$ cat config.mk
export PLATFORM = sky130hd
export DESIGN_NAME = mxbus_master
export DESIGN_NICKNAME = d
export VERILOG_FILES = /design/src/rtl/mxbus_pkg.sv /design/src/rtl/mxbus_timeout_ctr.sv /design/src/rtl/mxbus_master.sv
export SDC_FILE = /design/constraint.sdc
export NUM_CORES = 1
export LEC_CHECK = 0
export BUFFER_PORTS_ARGS = -buffer_cell sky130_fd_sc_hd__clkbuf_2
export CORE_MARGIN = 5
export CORE_UTILIZATION = 43
export CTS_CLUSTER_SIZE = 12
export DETAILED_ROUTE_END_ITERATION = 8
export HOLD_SLACK_MARGIN = 0.05
export PLACE_DENSITY = 0.86
export SYNTH_ARGS = -nofsm -noshare
export SYNTH_HDL_FRONTEND = slang
export SYNTH_SLANG_ARGS = --single-unit
$ cat constraint.sdc
create_clock -name clk -period 2.3 [get_ports clk]
set_input_delay 0.23 -clock clk [delete_from_list [all_inputs] [get_ports clk]]
set_output_delay 0.23 -clock clk [all_outputs]
set_load 0.05 [all_outputs]
$ cat src/rtl/mxbus_pkg.sv
// Shared types and default widths for the MX bus master front-end.
package mxbus_pkg;

    localparam int unsigned MXBUS_ADDR_W = 8;
    localparam int unsigned MXBUS_DATA_W = 8;

    typedef enum logic [1:0] {
        ST_IDLE  = 2'd0,
        ST_ISSUE = 2'd1,
        ST_WAIT  = 2'd2,
        ST_RESP  = 2'd3
    } mxbus_mst_state_e;

    typedef struct packed {
        logic                    we;
        logic [MXBUS_ADDR_W-1:0] addr;
        logic [MXBUS_DATA_W-1:0] wdata;
    } mxbus_req_t;

endpackage

$ cat src/rtl/mxbus_timeout_ctr.sv
// Saturating wait counter; expired_c is high in the LIMIT-th enabled cycle after a clear.
module mxbus_timeout_ctr #(
    parameter int unsigned LIMIT = 16
) (
    input  logic clk,
    input  logic rst,
    input  logic clr,
    input  logic en,
    output logic expired_c
);

    localparam int unsigned CNT_W = (LIMIT > 2) ? $clog2(LIMIT) : 1;

    logic [CNT_W-1:0] count_q;
    logic [CNT_W-1:0] count_d;

    assign expired_c = (count_q == CNT_W'(LIMIT - 1));

    always_comb begin
        count_d = count_q;
        if (clr) begin
            count_d = '0;
        end else if (en && !expired_c) begin
            count_d = count_q + CNT_W'(1);
        end
    end

    always_ff @(posedge clk) begin
        if (rst) begin
            count_q <= '0;
        end else begin
            count_q <= count_d;
        end
    end

endmodule

$ cat src/rtl/mxbus_master.sv
// Single-outstanding MX bus master: one client request at a time onto the m0 read/write channels.
// Optional bounded completion wait with error response: define MXBUS_MASTER_TIMEOUT_EN.
module mxbus_master
    import mxbus_pkg::*;
#(
    parameter int unsigned ADDR_WIDTH     = 8,
    parameter int unsigned DATA_WIDTH     = 8,
    parameter int unsigned TIMEOUT_CYCLES = 16
) (
    input  logic                  clk,
    input  logic                  rst,
    input  logic                  req_valid,
    output logic                  req_ready,
    input  logic                  req_we,
    input  logic [ADDR_WIDTH-1:0] req_addr,
    input  logic [DATA_WIDTH-1:0] req_wdata,
    output logic                  rsp_valid,
    input  logic                  rsp_ready,
    output logic [DATA_WIDTH-1:0] rsp_rdata,
    output logic                  rsp_err,
    output logic                  m0_rd_txn_start,
    output logic [ADDR_WIDTH-1:0] m0_rd_addr,
    input  logic [DATA_WIDTH-1:0] m0_rd_data,
    input  logic                  m0_rd_ready,
    input  logic                  m0_rd_txn_ack,
    input  logic                  m0_rd_txn_cpl,
    output logic                  m0_wr_txn_start,
    output logic [ADDR_WIDTH-1:0] m0_wr_addr,
    output logic [DATA_WIDTH-1:0] m0_wr_data,
    input  logic                  m0_wr_ready,
    input  logic                  m0_wr_txn_ack,
    input  logic                  m0_wr_txn_cpl
);

    mxbus_mst_state_e      state_q, state_d;
    mxbus_req_t            req_q, req_d;
    logic                  req_ready_q, req_ready_d;
    logic                  rsp_valid_q, rsp_valid_d;
    logic [DATA_WIDTH-1:0] rsp_rdata_q, rsp_rdata_d;
    logic [ADDR_WIDTH-1:0] rd_addr_q, rd_addr_d;
    logic [ADDR_WIDTH-1:0] wr_addr_q, wr_addr_d;
    logic [DATA_WIDTH-1:0] wr_data_q, wr_data_d;
    logic                  busy_c;
    logic                  sel_cpl_c;
    logic                  unused_ack_c;

    // Acknowledges are informational only; completion alone ends a wait.
    assign unused_ack_c = m0_rd_txn_ack ^ m0_wr_txn_ack;

    assign sel_cpl_c = req_q.we ? m0_wr_txn_cpl : m0_rd_txn_cpl;

    // Start follows the slave ready in the same cycle, so it cannot be a flop.
    assign m0_rd_txn_start = (state_q == ST_ISSUE) && !req_q.we && m0_rd_ready;
    assign m0_wr_txn_start = (state_q == ST_ISSUE) &&  req_q.we && m0_wr_ready;

`ifdef MXBUS_MASTER_TIMEOUT_EN
    logic rsp_err_q, rsp_err_d;
    logic tmo_expired_c;

    mxbus_timeout_ctr #(
        .LIMIT (TIMEOUT_CYCLES)
    ) u_timeout_ctr (
        .clk       (clk),
        .rst       (rst),
        .clr       (state_q != ST_WAIT),
        .en        (state_q == ST_WAIT),
        .expired_c (tmo_expired_c)
    );

    assign rsp_err = rsp_err_q;
`else
    logic [31:0] unused_timeout_c;
    assign unused_timeout_c = 32'(TIMEOUT_CYCLES);
    assign rsp_err          = 1'b0;
`endif

    always_comb begin
        state_d     = state_q;
        req_d       = req_q;
        rsp_rdata_d = rsp_rdata_q;
`ifdef MXBUS_MASTER_TIMEOUT_EN
        rsp_err_d   = rsp_err_q;
`endif
        case (state_q)
            ST_IDLE: begin
                if (req_ready_q && req_valid) begin
                    req_d.we    = req_we;
                    req_d.addr  = MXBUS_ADDR_W'(req_addr);
                    req_d.wdata = MXBUS_DATA_W'(req_wdata);
                    state_d     = ST_ISSUE;
                end
            end
            ST_ISSUE: begin
                if (m0_rd_txn_start || m0_wr_txn_start) begin
                    state_d = ST_WAIT;
                end
            end
            ST_WAIT: begin
                // A completion in the expiry cycle still gives a normal response.
                if (sel_cpl_c) begin
                    rsp_rdata_d = req_q.we ? '0 : m0_rd_data;
`ifdef MXBUS_MASTER_TIMEOUT_EN
                    rsp_err_d   = 1'b0;
`endif
                    state_d     = ST_RESP;
                end
`ifdef MXBUS_MASTER_TIMEOUT_EN
                else if (tmo_expired_c) begin
                    rsp_rdata_d = '0;
                    rsp_err_d   = 1'b1;
                    state_d     = ST_RESP;
                end
`endif
            end
            ST_RESP: begin
                if (rsp_ready) begin
                    rsp_rdata_d = '0;
`ifdef MXBUS_MASTER_TIMEOUT_EN
                    rsp_err_d   = 1'b0;
`endif
                    state_d     = ST_IDLE;
                end
            end
            default: state_d = ST_IDLE;
        endcase

        req_ready_d = (state_d == ST_IDLE);
        rsp_valid_d = (state_d == ST_RESP);
        busy_c      = (state_d == ST_ISSUE) || (state_d == ST_WAIT);
        rd_addr_d   = (busy_c && !req_d.we) ? ADDR_WIDTH'(req_d.addr)  : '0;
        wr_addr_d   = (busy_c &&  req_d.we) ? ADDR_WIDTH'(req_d.addr)  : '0;
        wr_data_d   = (busy_c &&  req_d.we) ? DATA_WIDTH'(req_d.wdata) : '0;
    end

    always_ff @(posedge clk) begin
        if (rst) begin
            state_q     <= ST_IDLE;
            req_q       <= '0;
            req_ready_q <= 1'b0;
            rsp_valid_q <= 1'b0;
            rsp_rdata_q <= '0;
            rd_addr_q   <= '0;
            wr_addr_q   <= '0;
            wr_data_q   <= '0;
`ifdef MXBUS_MASTER_TIMEOUT_EN
            rsp_err_q   <= 1'b0;
`endif
        end else begin
            state_q     <= state_d;
            req_q       <= req_d;
            req_ready_q <= req_ready_d;
            rsp_valid_q <= rsp_valid_d;
            rsp_rdata_q <= rsp_rdata_d;
            rd_addr_q   <= rd_addr_d;
            wr_addr_q   <= wr_addr_d;
            wr_data_q   <= wr_data_d;
`ifdef MXBUS_MASTER_TIMEOUT_EN
            rsp_err_q   <= rsp_err_d;
`endif
        end
    end

    assign req_ready  = req_ready_q;
    assign rsp_valid  = rsp_valid_q;
    assign rsp_rdata  = rsp_rdata_q;
    assign m0_rd_addr = rd_addr_q;
    assign m0_wr_addr = wr_addr_q;
    assign m0_wr_data = wr_data_q;

endmodule

==> results.cfg <==
[setup_path]
start_kind = register
reg2reg_from = req_q[16]$_SDFF_PP0_
crit_required_ps = 2480
crit_arrival_ps = 2210
cp_max_fo = 24
end_kind = register
worstSetupPathType = reg2reg
crit_start = req_q[16]$_SDFF_PP0_

[timing]
rsz0062_at_grt = false
period_share_pct = 88.2
slew_headroom_pct = 61.1
fin_hold_ws_ps = 145
finalSetupViolCount = 0
worst_pin_slew_ps = 582
worst_slack_ps = 272
fin_crit_ps = 2030
skew_ps = 5.66
fmax_ghz = 0.493
hold_viol = 0
fin_tns_setup_ps = 0
final_max_slew_viol_count = 0

[power_and_ir_drop]
peakVddDrop_mv = 0.404
pwr-share-clk_pct = 28.8
p_int_mw = 1.30
p_sw_share_pct = 29.1
power_mw = 1.83
p_comb_share_pct = 18.0
power_density_mw_per_mm2 = 762
sequentialPowerShare_pct = 53.2
power.leakage_nw = 1.10
switchingPower_uw = 532

[synthesis]
synth.net_count = 209
synth.avg_cell_area_um2 = 11.0
synth_seq_area_share_pct = 56.0
yosysWarningCount = 0
synth_cells = 172
yosysUniqueCellTypes = 27
synth-seq-cells = 53
syn_area_mm2 = 0.00190

[final_layout]
num_antenna_cells = 0
syn_to_final_growth_pct = 26.7
nets = 279
drive_above_1_share_pct = 39.9
final_util_pct = 55.5

[clock_tree]
postCtsHoldBufs = 0
post_cts_resized = 0
cts.sinks = 53
cts_setup_buffers = 0
clkLatencyLatePin_ps = 300
clk_transition_reported_paths_ps = 100
cts_root_buf = clkbuf_8
clock_path_buffers = 2
htree_levels = 2
cts_tree = built
numCtsBuffers = 5

[floorplanning]
fp-row-count = 24
start_util_pct = 43.8
io_pins = 72
die_area_mm2 = 0.00584
die_w_um = 76.4
die_h_um = 76.4
core_mm2 = 0.00432

[detailed_routing]
num_vias = 1393
via_per_inst = 4.72
wl_met1_mm = 1.70
wl_mm = 3.86
drtIter0Drc = 54
met3_length_um = 353
met2_length_mm = 1.75
antenna_left = 0
top_layer_used = met4
wl_per_cell_um = 13.1
first_pass_iters = 4
drc = 0

[run_status]
run_status = complete, no violations

[global_routing]
antenna_found_initial = 0
grt_pass1_wl_mm = 6.78
grt_pass1_vias = 1451
grt_usage_pct = 14.3
gr-total-overflow = 0
grt_start_max_net_pins = 25

[placed_design]
hpwl_mm = 2.84
port_buffers = 68
dp_worst_setup_slack_ps = 290
place.gp.congestion = 0.751

[min_path]
hp-start = m0_rd_data[3]
hold_path.class = in2reg

[job]
drv_cap = 0
-- worst paths after layout --
| path | to | slack (ps) | cells after the start |
|---|---|---|---|
| setup / recovery | m0_wr_addr[0]$_SDFF_PP0_ | 270 | 7 |
| hold / removal | rsp_rdata[3]$_SDFFE_PP0P_ | 150 | 3 |
| setup reg to reg | m0_wr_addr[0]$_SDFF_PP0_ | 270 | 7 |
| hold reg to reg | rsp_rdata[3]$_SDFFE_PP0P_ | 480 | 2 |
-- area by class of cell --
type / instances / area (um^2)
Timing Repair Buffer: 74 / 410
Multi-Input combinational cell: 106 / 762
Clock buffer: 5 / 68.8
Inverter: 2 / 7.51
Fill cell: 387 / 1920
Clock inverter: 3 / 25.0
Tap cell: 52 / 65.1
Sequential cell: 53 / 1060
-- critical path: stages (launching register included) --
cell and delay [ps]:
dfxtp_1 520, mux2_2 410, o21bai_1 210, and2_1 170, ha_1 220, nand2b_1 110
buf_12 190, nor3_1 70
-- metal layers --
metal / vias up / global-route usage [%]
li1: 713 / -
met1: 621 / 17.3
met2: 53 / 22.7
met3: 6 / 6.50
met4: 0 / 4.20
met5: - / 0
-- per-stage QoR --
stage / area [um^2] / instances
detailed placement: 2310 / 287
global placement: 2310 / 287
CTS: 2400 / 295
floorplan: 1900 / 172
global route: 2400 / 295
finish: 2400 / 295
-- placed cells by master, fill, tap and decap left out, types with 2 or more instances in the layout --
cell type,synthesis,routed
a21oi_1,2,2
buf_12,0,2
buf_4,2,4
clkbuf_2,0,68
clkbuf_8,0,5
dfxtp_1,53,52
ha_1,2,2
inv_1,2,2
mux2_2,2,2
mux2i_1,25,25
nand2_1,9,9
nand2b_1,10,10
nor2_1,18,18
nor2b_1,3,3
nor3_1,15,15
nor3_2,9,9
-- cell usage after synthesis --
master	number	share of area, %
dfxtp_1	53	56
mux2i_1	25	13
nor2_1	18	3.6
nor3_1	15	4.0
nand2b_1	10	3.3
nand2_1	9	1.8
nor3_2	9	4.8
clkbuf_1	6	1.2
nor2b_1	3	0.99
a21oi_1	2	0.53
buf_4	2	0.79
buf_6	2	1.2
ha_1	2	1.3
inv_1	2	0.40
mux2_2	2	1.2
a211oi_1	1	0.40
a21bo_2	1	0.53
and2_1	1	0.33
and3_1	1	0.33
and3b_1	1	0.46
and4bb_1	1	0.66
buf_2	1	0.26
conb_1	1	0.20
mux2i_4	1	1.2
o211ai_2	1	0.66
o21bai_1	1	0.40
o31a_1	1	0.46
-- cell families after synthesis --
| family | Yosys count | synth area share [%] |
|---|---|---|
| simple gates | 68 | 20.1 |
| flops | 53 | 56.0 |
| mux | 28 | 15.6 |
| buf+inv | 13 | 3.83 |
| compound gates | 7 | 2.97 |
| fa+ha+maj | 2 | 1.32 |
| other cells | 1 | 0.198 |
-- registers in the layout (all words and copies together), names as in the netlist --
register / count
rsp_valid: 1
rsp_rdata: 8
m0_wr_addr: 8
m0_rd_addr: 8
req_ready: 1
req_q: 17
m0_wr_data: 8
state_q: 2
-- power groups by stage --
| stage | logic (mW) | clock network, mW | registers [mW] |
|---|---|---|---|
| after detailed placement | 0.332 | 0 | 0.996 |
| final | 0.330 | 0.526 | 0.974 |
| after global placement | 0.327 | 0 | 0.994 |
| after floorplan | 0.192 | 0 | 1.04 |
| after CTS | 0.333 | 0.552 | 0.974 |
| after global routing | 0.361 | 0.587 | 0.980 |
No activity file was read; power rests on OpenSTA's default activity.
